===== config.mk =====
export PLATFORM = sky130hd
export DESIGN_NAME = msgpass_wr_arbiter
export DESIGN_NICKNAME = d
export VERILOG_FILES = /design/src/rtl/msgpass_wr_arbiter_pkg.sv /design/src/rtl/msgpass_wr_arbiter_req_fifo.sv /design/src/rtl/msgpass_wr_arbiter.sv
export SDC_FILE = /design/constraint.sdc
export NUM_CORES = 1
export LEC_CHECK = 0
export CAP_MARGIN = 30
export CORE_UTILIZATION = 47
export CTS_BUF_LIST = sky130_fd_sc_hd__clkbuf_4 sky130_fd_sc_hd__clkbuf_8
export DETAILED_ROUTE_END_ITERATION = 7
export PLACE_DENSITY = 0.75
export SLEW_MARGIN = 20
export SYNTH_ARGS = -nofsm -noshare
export SYNTH_HDL_FRONTEND = slang
export SYNTH_SLANG_ARGS = --single-unit

===== constraint.sdc =====
create_clock -name sys_clk_i -period 3.5 [get_ports sys_clk_i]
set_input_delay 0.525 -clock sys_clk_i [delete_from_list [all_inputs] [get_ports sys_clk_i]]
set_output_delay 0.525 -clock sys_clk_i [all_outputs]
set_load 0.1 [all_outputs]

===== src/rtl/msgpass_wr_arbiter_pkg.sv =====
// Shared configuration for the message-passing buffer and its write-side arbiter.
// Holds buffer geometry, request FIFO depth, the request record and priority type.
package msgPass_config_pkg;

  localparam int MSGPASS_BUFF_ADDR_WIDTH  = 8;
  localparam int MSGPASS_BUFF_RDATA_WIDTH = 32;
  localparam int MSGPASS_WR_FIFO_DEPTH    = 4;

  typedef struct packed {
    logic [MSGPASS_BUFF_ADDR_WIDTH-1:0]  addr;
    logic [MSGPASS_BUFF_RDATA_WIDTH-1:0] data;
  } msgpass_wr_req_t;

  typedef enum logic {
    PRIO_A = 1'b0,
    PRIO_B = 1'b1
  } msgpass_wr_prio_e;

  function automatic msgpass_wr_prio_e msgpass_wr_prio_flip(input msgpass_wr_prio_e prio);
    return (prio == PRIO_A) ? PRIO_B : PRIO_A;
  endfunction

endpackage


===== src/rtl/msgpass_wr_arbiter_req_fifo.sv =====
// Synchronous request FIFO for one write port of the arbiter.
// Pointers carry one extra wrap bit so full and empty are told apart without a counter.
module msgpass_wr_req_fifo #(
  parameter int WIDTH = 40,
  parameter int DEPTH = 4
) (
  input  logic             clk_i,
  input  logic             rst_i,
  input  logic             flush_i,
  input  logic             push_i,
  input  logic             pop_i,
  input  logic [WIDTH-1:0] din_i,
  output logic             full_o,
  output logic             empty_o,
  output logic [WIDTH-1:0] head_o
);

  localparam int IDX_W = $clog2(DEPTH);
  localparam int PTR_W = IDX_W + 1;

  logic [PTR_W-1:0] wr_ptr_q, wr_ptr_d;
  logic [PTR_W-1:0] rd_ptr_q, rd_ptr_d;
  logic [WIDTH-1:0] mem_q [DEPTH];
  logic [WIDTH-1:0] mem_d [DEPTH];
  logic             do_push;
  logic             do_pop;

  assign full_o  = (wr_ptr_q[PTR_W-1] != rd_ptr_q[PTR_W-1]) &&
                   (wr_ptr_q[IDX_W-1:0] == rd_ptr_q[IDX_W-1:0]);
  assign empty_o = (wr_ptr_q == rd_ptr_q);
  assign head_o  = mem_q[rd_ptr_q[IDX_W-1:0]];

  // A flush cycle discards the incoming push and any pop along with the contents.
  assign do_push = push_i && !full_o && !flush_i;
  assign do_pop  = pop_i && !empty_o && !flush_i;

  always_comb begin
    mem_d    = mem_q;
    wr_ptr_d = wr_ptr_q;
    rd_ptr_d = rd_ptr_q;
    if (do_push) begin
      mem_d[wr_ptr_q[IDX_W-1:0]] = din_i;
      wr_ptr_d = wr_ptr_q + PTR_W'(1);
    end
    if (do_pop) begin
      rd_ptr_d = rd_ptr_q + PTR_W'(1);
    end
    if (flush_i) begin
      wr_ptr_d = '0;
      rd_ptr_d = '0;
    end
  end

  always_ff @(posedge clk_i) begin
    if (rst_i) begin
      wr_ptr_q <= '0;
      rd_ptr_q <= '0;
    end else begin
      wr_ptr_q <= wr_ptr_d;
      rd_ptr_q <= rd_ptr_d;
    end
  end

  always_ff @(posedge clk_i) begin
    mem_q <= mem_d;
  end

endmodule


===== src/rtl/msgpass_wr_arbiter.sv =====
// Write-side front end of the dual-port message buffer: queues two request streams and
// issues up to two writes per cycle, serialising same-address pairs round-robin.
module msgpass_wr_arbiter
  import msgPass_config_pkg::*;
#(
  parameter int ADDR_W     = MSGPASS_BUFF_ADDR_WIDTH,
  parameter int DATA_W     = MSGPASS_BUFF_RDATA_WIDTH,
  parameter int FIFO_DEPTH = MSGPASS_WR_FIFO_DEPTH,
  parameter int CNT_W      = 16
) (
  input  logic              sys_clk_i,
  input  logic              rst_i,
  input  logic              flush_i,

  input  logic              reqA_valid_i,
  output logic              reqA_ready_o,
  input  logic [ADDR_W-1:0] reqA_addr_i,
  input  logic [DATA_W-1:0] reqA_data_i,

  input  logic              reqB_valid_i,
  output logic              reqB_ready_o,
  input  logic [ADDR_W-1:0] reqB_addr_i,
  input  logic [DATA_W-1:0] reqB_data_i,

  output logic [ADDR_W-1:0] waddr_portA_o,
  output logic [DATA_W-1:0] wdata_portA_o,
  output logic              wen_portA_o,

  output logic [ADDR_W-1:0] waddr_portB_o,
  output logic [DATA_W-1:0] wdata_portB_o,
  output logic              wen_portB_o,

  output logic              idle_o,
  output logic [CNT_W-1:0]  conflict_cnt_o
);

  localparam int REQ_W = ADDR_W + DATA_W;

  logic              full_a, empty_a, pop_a;
  logic              full_b, empty_b, pop_b;
  logic [REQ_W-1:0]  head_a, head_b;
  logic [ADDR_W-1:0] head_a_addr, head_b_addr;
  logic [DATA_W-1:0] head_a_data, head_b_data;

  logic              issue_a, issue_b, collide;

  msgpass_wr_prio_e  prio_q, prio_d;
  logic [CNT_W-1:0]  cnt_q, cnt_d;
  logic              wen_a_q, wen_a_d;
  logic              wen_b_q, wen_b_d;
  logic [ADDR_W-1:0] waddr_a_q, waddr_a_d;
  logic [ADDR_W-1:0] waddr_b_q, waddr_b_d;
  logic [DATA_W-1:0] wdata_a_q, wdata_a_d;
  logic [DATA_W-1:0] wdata_b_q, wdata_b_d;

  assign reqA_ready_o = !full_a;
  assign reqB_ready_o = !full_b;

  msgpass_wr_req_fifo #(
    .WIDTH (REQ_W),
    .DEPTH (FIFO_DEPTH)
  ) u_fifo_a (
    .clk_i   (sys_clk_i),
    .rst_i   (rst_i),
    .flush_i (flush_i),
    .push_i  (reqA_valid_i),
    .pop_i   (pop_a),
    .din_i   ({reqA_addr_i, reqA_data_i}),
    .full_o  (full_a),
    .empty_o (empty_a),
    .head_o  (head_a)
  );

  msgpass_wr_req_fifo #(
    .WIDTH (REQ_W),
    .DEPTH (FIFO_DEPTH)
  ) u_fifo_b (
    .clk_i   (sys_clk_i),
    .rst_i   (rst_i),
    .flush_i (flush_i),
    .push_i  (reqB_valid_i),
    .pop_i   (pop_b),
    .din_i   ({reqB_addr_i, reqB_data_i}),
    .full_o  (full_b),
    .empty_o (empty_b),
    .head_o  (head_b)
  );

  assign head_a_addr = head_a[REQ_W-1 -: ADDR_W];
  assign head_a_data = head_a[DATA_W-1:0];
  assign head_b_addr = head_b[REQ_W-1 -: ADDR_W];
  assign head_b_data = head_b[DATA_W-1:0];

  // Arbitration is suppressed during flush so a dropped head never counts as a collision.
  always_comb begin
    issue_a = 1'b0;
    issue_b = 1'b0;
    collide = 1'b0;
    if (!flush_i) begin
      if (!empty_a && !empty_b && (head_a_addr == head_b_addr)) begin
        collide = 1'b1;
        issue_a = (prio_q == PRIO_A);
        issue_b = (prio_q == PRIO_B);
      end else begin
        issue_a = !empty_a;
        issue_b = !empty_b;
      end
    end
  end

  assign pop_a = issue_a;
  assign pop_b = issue_b;

  always_comb begin
    prio_d    = prio_q;
    cnt_d     = cnt_q;
    wen_a_d   = !issue_a;
    wen_b_d   = !issue_b;
    waddr_a_d = waddr_a_q;
    wdata_a_d = wdata_a_q;
    waddr_b_d = waddr_b_q;
    wdata_b_d = wdata_b_q;
    if (issue_a) begin
      waddr_a_d = head_a_addr;
      wdata_a_d = head_a_data;
    end
    if (issue_b) begin
      waddr_b_d = head_b_addr;
      wdata_b_d = head_b_data;
    end
    if (collide) begin
      prio_d = msgpass_wr_prio_flip(prio_q);
      if (cnt_q != '1) begin
        cnt_d = cnt_q + CNT_W'(1);
      end
    end
  end

  always_ff @(posedge sys_clk_i) begin
    if (rst_i) begin
      prio_q    <= PRIO_A;
      cnt_q     <= '0;
      wen_a_q   <= 1'b1;
      wen_b_q   <= 1'b1;
      waddr_a_q <= '0;
      wdata_a_q <= '0;
      waddr_b_q <= '0;
      wdata_b_q <= '0;
    end else begin
      prio_q    <= prio_d;
      cnt_q     <= cnt_d;
      wen_a_q   <= wen_a_d;
      wen_b_q   <= wen_b_d;
      waddr_a_q <= waddr_a_d;
      wdata_a_q <= wdata_a_d;
      waddr_b_q <= waddr_b_d;
      wdata_b_q <= wdata_b_d;
    end
  end

  assign waddr_portA_o  = waddr_a_q;
  assign wdata_portA_o  = wdata_a_q;
  assign wen_portA_o    = wen_a_q;
  assign waddr_portB_o  = waddr_b_q;
  assign wdata_portB_o  = wdata_b_q;
  assign wen_portB_o    = wen_b_q;
  assign conflict_cnt_o = cnt_q;
  assign idle_o         = empty_a && empty_b && wen_a_q && wen_b_q;

  // The buffer must never see both ports writing the same word in one cycle.
  assert property (@(posedge sys_clk_i) disable iff (rst_i)
    !(!wen_a_q && !wen_b_q && (waddr_a_q == waddr_b_q)));

endmodule


==> impl_metrics.py, run 1 <==
metrics = {
    "status": {
        "outcome": "completed",
    },
    "drt": {
        "drt-total-wl_mm": 36.4,
        "first_pass_iters": 5,
        "viasPerCell": 5.63,
        "drtAntennaViolNets": 0,
        "drc": 0,
        "drtIter0Drc": 668,
        "post_drt_wl_per_cell_um": 20.9,
        "vias": 9829,
    },
    "synth": {
        "synthesis.area_um2": 16400,
        "synth_seq_area_share": 0.722,
        "syn_inst": 1008,
        "avgSynthCellArea_um2": 16.3,
        "synth_cell_type_count": 40,
        "syn_nets": 1104,
        "ys_top_cells_by_area": "edfxtp_1, dfxtp_1, mux4_2",
        "synth_top_area_cell": "edfxtp_1",
        "yosys_warnings": 0,
        "yosysTopAreaCellShare": 0.586,
        "ys_ff_latch": 431,
    },
    "placement": {
        "dp_hpwl_mm": 22.6,
        "port_buffers": 185,
        "place_congestion": 0.806,
        "place_inst": 1617,
    },
    "clocking": {
        "cts_resized": 0,
        "root_buffer": "clkbuf_8",
        "clk_pin_slew_ps": 60,
        "post-cts-setup-buffers": 0,
        "cts_tree": "built",
        "hold_buffers": 0,
        "cts.sinks": 431,
        "cts_buffers": 69,
        "clk_latency_ps": 600,
        "clock_path_buffers": 3,
        "htreeDepth": 3,
    },
    "sta": {
        "period_minus_slack_ps": 3040,
        "setup_tns_ps": 0,
        "fin_crit_sh": 0.868,
        "slew_headroom": 0.290,
        "max_freq_mhz": 329,
        "clock_skew_ps": 24.5,
        "rsz0062_at_grt": "false",
        "setup_viol": 0,
        "hold_violations": 0,
        "slew_violations": 0,
        "tightest_slew_ps": 1060,
    },
    "setup_path": {
        "cp-end-kind": "output pin",
        "path_cells": "xor2_1 > or3_1 > nor3_2 > buf_12",
        "worstSetupPathType": "reg -> out",
        "cp_data_arrival_time_ps": 2510,
        "crit_fanout": 20,
        "startpoint_type": "register",
        "cp.required_ps": 2970,
        "max_stage_delay_ps": 690,
        "cpMaxStageDelayCell": "dfxtp_2",
    },
    "layout": {
        "fillers": 2541,
        "most-common-layout-cells": "edfxtp_1, clkdlybuf4s50_1, dfxtp_1",
        "layout_commonest_cell": "edfxtp_1",
        "syn2layout_area_growth_pct": 25.8,
        "instances_no_fill": 1747,
        "fin_nets": 1329,
        "final_util": 0.599,
        "layout-drive-gt1-share": 0.209,
    },
    "global_route": {
        "grtUsageTotal": 0.206,
        "grt_pass1_wl_mm": 55.9,
        "grt_overflow": 0,
        "grt_start_max_net_pins": 57,
        "first_global_vias": 9950,
        "grt_antenna_before_repair": 5,
    },
    "floorplanning": {
        "die_h_um": 189,
        "coreArea_um2": 34500,
        "dieWidth_um": 189,
        "io-pin-count": 186,
        "fp.dieArea_um2": 35600,
        "core.rowCount": 68,
        "start_util": 0.476,
    },
    "pwr": {
        "power_leakage_nw": 6.60,
        "powerDensity_nw_per_um2": 537,
        "ir_worst_vdd_mv": 0.325,
        "power_w": 0.0111,
    },
    "job": {
        "timing.max_cap.violations": 0,
    },
    "hold_path": {
        "hp-class": "in -> reg",
    },
}
## layout make-up
class | instances | area, µm² | share of cell area
Sequential cell | 431 | 11800 | 0.574
Tap cell | 455 | 569 | 0.0276
Inverter | 8 | 30.0 | 0.00146
Clock inverter | 26 | 185 | 0.00898
Antenna cell | 3 | 7.51 | 0.000364
Timing Repair Buffer | 227 | 2490 | 0.121
Clock buffer | 101 | 1260 | 0.0610
Multi-Input combinational cell | 496 | 4240 | 0.206
## power by group
part           internal (W)  switching, W  total (W)
combinational      0.000362      0.000664    0.00103
clock               0.00247       0.00193    0.00441
sequential          0.00560     0.0000526    0.00565
total               0.00844       0.00265     0.0111
## synthesized netlist by cell type
cell,instances
edfxtp_1,320
dfxtp_1,111
a21oi_1,100
nand3_1,93
mux4_2,80
o21ai_0,64
clkbuf_1,54
o21ai_1,24
nor2_1,16
o31ai_1,14
xor2_1,14
buf_2,13
ha_1,11
or3_1,11
or4_1,11
and2_1,9
inv_1,8
nand2_1,7
and3_1,6
xnor2_1,6
nor3_1,5
buf_6,4
nand4_1,3
and4_1,2
buf_1,2
mux2i_1,2
nand2b_1,2
nor3_2,2
o41ai_1,2
or2_2,2
a31o_2,1
a41o_1,1
and4b_1,1
nand3_2,1
nand4b_1,1
nor4_4,1
o211a_1,1
o311a_1,1
o311ai_0,1
or4b_1,1
## state kept, by name, summed over array words and instances, names as in the netlist, 8 cells and up
signal and flops:
conflict_cnt_o 16, u_fifo_a.mem_q 160, u_fifo_b.mem_q 160, waddr_portA_o 8
waddr_portB_o 8, wdata_portA_o 32, wdata_portB_o 32
## routing by layer
metal	global-route usage	up-vias	share of wire
met5	0	-	0.00077
met4	0.0769	4	0.018
met3	0.0481	45	0.061
met2	0.348	298	0.52
met1	0.259	5030	0.40
li1	-	4452	-
## metrics by stage
stage                     hold slack [ps]  setup WS [ps]  cell area, µm²
final                                 472            460           20600
after global routing                  481            333           20600
after CTS                             437            411           20600
after detailed placement              467            575           19200
after global placement                460            671           18800
after floorplan                       484            598           16400
## final timing paths
check / end / slack, ps / cells after the start / start
setup / recovery: idle_o / 460 / 4 / u_fifo_b.rd_ptr_q[1]$_SDFFE_PP0P_
hold / removal: conflict_cnt_o[15]$_SDFFE_PP0P_ / 470 / 2 / rst_i
setup reg to reg: wdata_portA_o[18]$_SDFFE_PP0N_ / 600 / 7 / u_fifo_a.rd_ptr_q[0]$_SDFFE_PP0P_
hold reg to reg: wdata_portA_o[1]$_SDFFE_PP0N_ / 480 / 2 / wdata_portA_o[1]$_SDFFE_PP0N_
## worst max-delay path: cells and delay by family, from the launching register on
family | cells | cell delay (ps)
xor+xnor | 1 | 200
simple gates | 2 | 810
buf+inv | 1 | 220
flops | 1 | 690
## kinds of logic (layout without fill, tap and decap cells)
group                    after synthesis  count (layout)  share of synthesized area
XOR/XNOR                              20              20                     0.0107
flip-flops                           431             431                      0.722
AND/OR/NAND/NOR                      174             174                     0.0588
AO/OA/AOI/OAI                        209             209                     0.0678
buffers and inverters                 81             362                     0.0214
adder cells (fa/ha/maj)               11              11                    0.00840
multiplexers                          82              82                      0.111
other                                  0               3                          0
Note: power is estimated with default switching activity, not from simulation.
==> inputs of run 2 (changes only) <==
- CORE_MARGIN: not set -> 2
==> run 2 against run 1 <==
  * Sequential cell count stayed put
  * Cell count is 0.63% lower
  * Largest cell class unchanged
  * Critical path depth is 1 higher
  * Largest power group unchanged
  * Critical path type unchanged
  * First-iteration DRC count is 9.9% higher
  * Die area is 2.1% higher
  * Cell area is 1.4% lower
  * Worst setup slack worse by 210 ps
  * Highest routed layer unchanged
  * Via count is 0.65% lower
  * Combinational power is 4% lower
  * Clock skew is 5.3 ps higher
  * Register-to-register slack worse by 250 ps
  * Clock power is 4.8% lower
==> impl_metrics.py, run 2 (same netlist as run 1, synthesis figures left out) <==
metrics = {
    "floorplanning": {
        "core.rowCount": 68,
        "coreArea_um2": 34500,
        "start_util": 0.476,
        "fp.dieArea_um2": 36400,
        "dieWidth_um": 191,
        "die_h_um": 191,
        "io-pin-count": 186,
    },
    "drt": {
        "first_pass_iters": 4,
        "drtAntennaViolNets": 0,
        "drt-total-wl_mm": 36.4,
        "vias": 9765,
        "drc": 0,
        "viasPerCell": 5.63,
        "post_drt_wl_per_cell_um": 21.0,
        "drtIter0Drc": 734,
    },
    "layout": {
        "fin_nets": 1319,
        "reg_top3": "u_fifo_a.mem_q (160), u_fifo_b.mem_q (160)",
        "layout-drive-gt1-share": 0.201,
        "layout_commonest_cell": "edfxtp_1",
        "fillers": 2544,
        "syn2layout_area_growth_pct": 24.1,
        "most-common-layout-cells": "edfxtp_1, clkdlybuf4s50_1, dfxtp_1",
    },
    "sta": {
        "slew_headroom": 0.297,
        "period_minus_slack_ps": 3250,
        "clock_skew_ps": 29.9,
        "setup_tns_ps": 0,
        "fin_crit_sh": 0.927,
        "rsz0062_at_grt": "false",
        "hold_violations": 0,
        "slew_violations": 0,
        "setup_viol": 0,
        "tightest_slew_ps": 1050,
        "setup_ws_ps": 255,
        "max_freq_mhz": 308,
    },
    "hold_path": {
        "hp-class": "in -> reg",
    },
    "setup_path": {
        "worstSetupPathType": "reg -> out",
        "startpoint_type": "register",
        "cp_data_arrival_time_ps": 2720,
        "cp-end-kind": "output pin",
        "cp.required_ps": 2970,
        "crit_fanout": 20,
    },
    "clocking": {
        "cts_resized": 0,
        "clk_latency_ps": 600,
        "clk_pin_slew_ps": 60,
        "clock_path_buffers": 3,
        "hold_buffers": 0,
        "cts_tree": "built",
        "cts.sinks": 431,
        "htreeDepth": 3,
        "root_buffer": "clkbuf_8",
        "post-cts-setup-buffers": 0,
        "cts_buffers": 69,
    },
    "global_route": {
        "grt_overflow": 0,
        "use_met3": 0.0478,
        "grt_pass1_wl_mm": 56.0,
        "first_global_vias": 9954,
        "grt_antenna_before_repair": 6,
        "grt_start_max_net_pins": 51,
        "busiest_layer": "met2",
        "met1_usage": 0.253,
        "grtUsageTotal": 0.203,
        "gr-usage-met2": 0.340,
    },
    "pwr": {
        "powerDensity_nw_per_um2": 533,
        "power_leakage_nw": 6.46,
        "ir_worst_vdd_mv": 0.254,
    },
    "placement": {
        "port_buffers": 185,
        "dp_hpwl_mm": 22.4,
        "place_congestion": 0.780,
        "dp_slack_ps": 336,
    },
    "job": {
        "timing.max_cap.violations": 0,
    },
    "status": {
        "outcome": "completed",
    },
}
==> run 2: cell types whose count changed in the layout (fill, tap and decap cells not counted), sizes merged <==
cell	previous run	this run
buf	46	37
clkdlybuf4s50	181	180
bufinv	2	0
clkbuf	101	106
clkinv	19	15
==> run 2: report_power, final <==
group / switching [W] / internal, W / leakage [nW]
logic: 0.000650 / 0.000336 / 1.93
clock network: 0.00188 / 0.00232 / 0.725
registers: 0.0000599 / 0.00560 / 3.81
total: 0.00259 / 0.00826 / 6.46
==> run 2: worst max-delay path, stage by stage, from the launching register on <==
cell and delay, ps:
dfxtp_2 680, buf_4 320, xor2_1 130, or3_1 460, nor3_2 310, buf_12 220
==> run 2: metrics by stage <==
step / instances / power, W / hold WS, ps / util / cell area (µm²)
CTS: 1733 / 0.0109 / 409 / 0.590 / 20300
global placement: 1605 / 0.00673 / 460 / 0.548 / 18900
global route: 1736 / 0.0112 / 431 / 0.590 / 20300
detailed placement: 1607 / 0.00676 / 467 / 0.550 / 19000
floorplan: 1008 / 0.00640 / 484 / - / 16400
finish: 1736 / 0.0108 / 445 / 0.590 / 20300
==> run 2: final timing paths <==
check                                         start                            end  slack [ps]  depth (start not counted)
setup / recovery  u_fifo_a.rd_ptr_q[1]$_SDFFE_PP0P_                         idle_o         250                          5
hold / removal                                rst_i  wdata_portB_o[8]$_SDFFE_PP0N_         450                          2
setup reg to reg  u_fifo_a.rd_ptr_q[0]$_SDFFE_PP0P_  wdata_portA_o[7]$_SDFFE_PP0N_         350                          7
hold reg to reg       wdata_portB_o[4]$_SDFFE_PP0N_  wdata_portB_o[4]$_SDFFE_PP0N_         480                          2
==> run 2: layer usage <==
metal	wire [µm]	vias to the layer above
li1	-	4422
met5	41	-
met2	18300	317
met3	2230	68
met1	14800	4952
met4	1030	6
==> run 2: area by class of cell <==
type,instances,area (µm²),area share
Clock buffer,106,1270,0.0625
Timing Repair Buffer,217,2270,0.112
Sequential cell,431,11800,0.582
Antenna cell,3,7.51,0.000369
Tap cell,455,569,0.0280
Inverter,8,30.0,0.00148
Clock inverter,20,101,0.00498
Multi-Input combinational cell,496,4240,0.209
